## src/rtl/mem_arbiter.sv

```systemverilog
// rtl/mem_arbiter.sv - two-port (instruction/data) to one Avalon-style master memory arbiter
module mem_arbiter #(
    parameter int ROUND_ROBIN = 1
) (
    input  logic        clk,
    input  logic        reset,
    input  logic        i_req,
    input  logic [31:0] i_addr,
    output logic [31:0] i_rdata,
    output logic        i_done,
    input  logic        d_read,
    input  logic        d_write,
    input  logic [3:0]  d_byteenable,
    input  logic [31:0] d_addr,
    input  logic [31:0] d_wdata,
    output logic [31:0] d_rdata,
    output logic        d_done,
    output logic [31:0] address,
    output logic        read,
    output logic        write,
    output logic [3:0]  byteenable,
    output logic [31:0] writedata,
    input  logic [31:0] readdata,
    input  logic        waitrequest
);

    localparam logic [1:0] ST_IDLE  = 2'd0;
    localparam logic [1:0] ST_ISSUE = 2'd1;
    localparam logic [1:0] ST_RESP  = 2'd2;

    localparam logic PORT_I = 1'b0;
    localparam logic PORT_D = 1'b1;

    logic [1:0]  state_q, state_d;
    logic        port_q, port_d;
    logic        last_grant_q, last_grant_d;
    logic [31:0] address_q, address_d;
    logic        read_q, read_d;
    logic        write_q, write_d;
    logic [3:0]  byteenable_q, byteenable_d;
    logic [31:0] writedata_q, writedata_d;
    logic [31:0] i_rdata_q, i_rdata_d;
    logic [31:0] d_rdata_q, d_rdata_d;
    logic        i_done_q, i_done_d;
    logic        d_done_q, d_done_d;

    logic i_want, d_want, grant_data;

    // A port whose done is high this cycle is still holding its old request.
    assign i_want     = i_req & ~i_done_q;
    assign d_want     = (d_read | d_write) & ~d_done_q;
    assign grant_data = d_want & (~i_want | (ROUND_ROBIN == 0) | (last_grant_q == PORT_I));

    always_comb begin
        state_d      = state_q;
        port_d       = port_q;
        last_grant_d = last_grant_q;
        address_d    = address_q;
        read_d       = read_q;
        write_d      = write_q;
        byteenable_d = byteenable_q;
        writedata_d  = writedata_q;
        i_rdata_d    = i_rdata_q;
        d_rdata_d    = d_rdata_q;
        i_done_d     = 1'b0;
        d_done_d     = 1'b0;

        case (state_q)
            ST_IDLE: begin
                if (grant_data) begin
                    state_d      = ST_ISSUE;
                    port_d       = PORT_D;
                    last_grant_d = PORT_D;
                    address_d    = d_addr;
                    byteenable_d = d_byteenable;
                    writedata_d  = d_wdata;
                    write_d      = d_write;
                    read_d       = ~d_write;
                end else if (i_want) begin
                    state_d      = ST_ISSUE;
                    port_d       = PORT_I;
                    last_grant_d = PORT_I;
                    address_d    = i_addr;
                    byteenable_d = 4'hF;
                    write_d      = 1'b0;
                    read_d       = 1'b1;
                end
            end
            ST_ISSUE: begin
                if (!waitrequest) begin
                    read_d  = 1'b0;
                    write_d = 1'b0;
                    if (write_q) begin
                        d_done_d = 1'b1;
                        state_d  = ST_IDLE;
                    end else begin
                        state_d  = ST_RESP;
                    end
                end
            end
            ST_RESP: begin
                state_d = ST_IDLE;
                if (port_q == PORT_D) begin
                    d_rdata_d = readdata;
                    d_done_d  = 1'b1;
                end else begin
                    i_rdata_d = readdata;
                    i_done_d  = 1'b1;
                end
            end
            default: state_d = ST_IDLE;
        endcase
    end

    always_ff @(posedge clk) begin
        if (!reset) begin
            state_q      <= ST_IDLE;
            port_q       <= PORT_D;
            last_grant_q <= PORT_D;
            address_q    <= 32'd0;
            read_q       <= 1'b0;
            write_q      <= 1'b0;
            byteenable_q <= 4'd0;
            writedata_q  <= 32'd0;
            i_rdata_q    <= 32'd0;
            d_rdata_q    <= 32'd0;
            i_done_q     <= 1'b0;
            d_done_q     <= 1'b0;
        end else begin
            state_q      <= state_d;
            port_q       <= port_d;
            last_grant_q <= last_grant_d;
            address_q    <= address_d;
            read_q       <= read_d;
            write_q      <= write_d;
            byteenable_q <= byteenable_d;
            writedata_q  <= writedata_d;
            i_rdata_q    <= i_rdata_d;
            d_rdata_q    <= d_rdata_d;
            i_done_q     <= i_done_d;
            d_done_q     <= d_done_d;
        end
    end

    assign address    = address_q;
    assign read       = read_q;
    assign write      = write_q;
    assign byteenable = byteenable_q;
    assign writedata  = writedata_q;
    assign i_rdata    = i_rdata_q;
    assign d_rdata    = d_rdata_q;
    assign i_done     = i_done_q;
    assign d_done     = d_done_q;

endmodule

```

## config.mk

```make
export PLATFORM = sky130hd
export DESIGN_NAME = mem_arbiter
export DESIGN_NICKNAME = d
export VERILOG_FILES = /design/src/rtl/mem_arbiter.sv
export SDC_FILE = /design/constraint.sdc
export NUM_CORES = 1
export LEC_CHECK = 0
export BUFFER_PORTS_ARGS = -buffer_cell sky130_fd_sc_hd__buf_2
export CORE_UTILIZATION = 50
export DETAILED_ROUTE_END_ITERATION = 10
export PLACE_DENSITY_LB_ADDON = 0.3
export SLEW_MARGIN = 20
export SYNTH_ARGS = -nofsm -noshare
export SYNTH_HDL_FRONTEND = slang
export SYNTH_SLANG_ARGS = --single-unit
```

## constraint.sdc

```tcl
create_clock -name clk -period 2.92 [get_ports clk]
set_clock_uncertainty 0.2 [all_clocks]
set_input_delay 0.292 -clock clk [delete_from_list [all_inputs] [get_ports clk]]
set_output_delay 0.292 -clock clk [all_outputs]
set_load 0.05 [all_outputs]
```

==> impl_metrics.yaml <==
setup_path:
  setup.worst_path.end_class: "flip-flop"
  crit_fanout: 16
  reg2regPathDepth: 7
  start_kind: "flip-flop"
  crit_arrival_ns: 2.76
  crit_type: "reg2reg"
  crit_path_top_delay_cell: "dlygate4sd3_1"
  timing.rr.end: "address[21]"
  slowest_delay_ns: 0.60
  r2r_slack_ns: 0.25
  startpoint: "state_q[0]"
  required_ns: 3.01
  worstPathCellList: "inv_1 -> ha_1 -> inv_2 -> a21oi_4 -> buf_4 -> a311oi_1 -> dlygate4sd3_1"
  r2r-start: "state_q[0]"
  critPathTopFamily: "buffers and inverters"
  critPathBufInv: 4
yosys:
  synthesis.nets: 812
  syn_avg_cell_area_um2: 8.47
  postSynth.asyncResetShare_pct: 0
  synth_common_cells: "nand2_1, dfxtp_1, a21oi_1"
  synth_top_flop_cell: "dfxtp_1"
  synth_cell_types: 37
  synth_most_common_cell: "nand2_1"
  synth_top_area_share_pct: 48.9
  syn_inst: 671
  synth_area_leaders: "dfxtp_1, nand2_1, a21oi_1"
  ys_warn_count: 0
  netlist_area_um2: 5690
  synth_edf_count: 0
  synth_top_area_cell: "dfxtp_1"
  yosysSeqAreaShare_pct: 48.9
  synth_seq_cells: 139
sta:
  finalSetupViolCount: 0
  relSlewSlack_pct: 55.9
  whs_ns: 0.102
  rsz0062_at_grt: "false"
  finalHoldViolCount: 0
  maxSlewViolCount: 0
  fin_crit_sh_pct: 91.5
  tns_ns: 0
  period_needed_ns: 2.67
  timing.fmax_ghz: 0.374
  worst_pin_slew_ns: 0.662
  setup_slack_ns: 0.249
layout:
  areaGrowthSynthToFinish_pct: 57.1
  drive_above_1_share_pct: 31.3
  design_area_um2: 8930
  nFillCells: 662
  final_nets: 1187
  fin_util_pct: 81.7
  antenna_cells: 0
grt:
  grt_max_degree: 75
  antenna_found_initial: 0
  grt_pass1_wl_mm: 31.8
  track_usage_pct: 35.0
  grt_pass1_vias: 6548
  grt_overflow: 0
placed_design:
  place_ws_ns: 0.836
  gp_congestion: 0.793
  placed_cell_area_um2: 7040
  place_hpwl_mm: 10.8
  numPortBuffers: 273
die:
  coreArea_um2: 10900
  start_util_pct: 52.0
  rows: 38
  dieArea_um2: 11800
  die_w_um: 109
  ios: 274
  die_y_um: 109
min_path:
  min_path_cells: 3
  min_to: "write"
  hold_start: "d_write"
  hold_path_class: "in2reg"
clock_tree:
  cts_buffer_depth: 2
  ctsResizeCount: 0
  htreeDepth: 4
  cts_tree: "built"
  cts-root-buf: "clkbuf_16"
  numCtsBuffers: 17
  worstSkewPairLatency_ns: 0.41
  cts_num_sinks: 139
  cts.clk_slew.worst_paths_ns: 0.06
routing:
  drc: 0
  first_pass_iters: 7
  viasPerCell: 5.63
  wl_mm: 20.7
  vias: 6729
  drt_iter0_markers: 719
  detail-route-antenna-nets: 0
  wl_per_cell_um: 17.3
pwr:
  leakage_nw: 4.02
  powerDensity_nw_per_um2: 653
  vdd_drop_max_mv: 0.360
flow_run:
  drv_cap: 0
run_status:
  status: "finished, final reports clean"
## layer usage
layer	vias up	GRT usage, %	wire length (um)
li1	3092	-	-
met1	3077	37.3	7630
met2	449	60.1	10200
met3	111	10.8	1840
met4	0	22.5	1060
met5	-	0	0
## sequential cells by signal, indices dropped and copies added (netlist names)
name / cells
last_grant_q: 1
d_done: 1
writedata: 32
i_done: 1
state_q: 2
write: 1
address: 32
i_rdata: 32
d_rdata: 32
byteenable: 4
read: 1
## worst max path at each step
stage	endpoint	slack [ns]	depth (start not counted)
floorplan	writedata[10]	0.99	5
global placement	address[5]	0.88	4
detailed placement	address[27]	0.84	4
CTS	address[27]	0.37	7
global route	address[21]	0.11	7
finish	address[21]	0.25	7
## worst min-delay path: stages
cell      delay, ns
buf_2          0.14
nand3b_1       0.13
o22ai_1        0.09
## layout by cell type (no fill, tap or decap), types with 2 or more instances in the layout
master and instances:
buf_2 273, nand2_1 196, dfxtp_1 139, dlygate4sd3_1 133, a21oi_1 66, nand3_1 33
a311oi_1 33, mux2i_1 32, o21ai_0 32, a211oi_1 32, clkbuf_16 17, buf_4 16
o221a_2 5, inv_1 3, nand3b_1 3, nor2_1 3, ha_1 3, clkinv_2 3
clkinv_4 3, nand2b_1 2, inv_2 2, and3b_1 2, and2_1 2, o22ai_1 2
clkinvlp_4 2, bufinv_16 2
## area by class of cell
cell class	count	area [um2]	area share, %
clock buffer	18	429	4.81
sequential	139	2780	31.2
tap	140	175	1.96
clock inverter	11	125	1.40
multi-input combinational	460	2560	28.7
inverter	5	18.8	0.210
timing repair buffer	423	2840	31.8
## per-stage QoR
step                instances  total power, W
floorplan                 671         0.00321
global placement         1034         0.00355
detailed placement       1034         0.00356
CTS                      1195         0.00578
global route             1196         0.00604
finish                   1196         0.00583
## power by group
group / internal (W) / switching (W) / total, W
clock: 0.00124 / 0.000800 / 0.00204
combinational: 0.000563 / 0.00108 / 0.00164
sequential: 0.00206 / 0.0000947 / 0.00215
total: 0.00386 / 0.00197 / 0.00583
## kinds of logic after synthesis
logic type / synth area share (%)
AOI/OAI and AO/OA: 20.5
adders and majority gates: 0.660
buffers and inverters: 6.05
DFF: 48.9
muxes: 5.63
and+or+nand+nor: 18.2
## what timing repair did
action / 4_1_cts / 5_1_grt
endpoints found under the hold margin: 133 / 1
hold buffers: 132 / 1
setup buffers: 0 / 0
No activity file was read; power rests on OpenSTA's default activity.
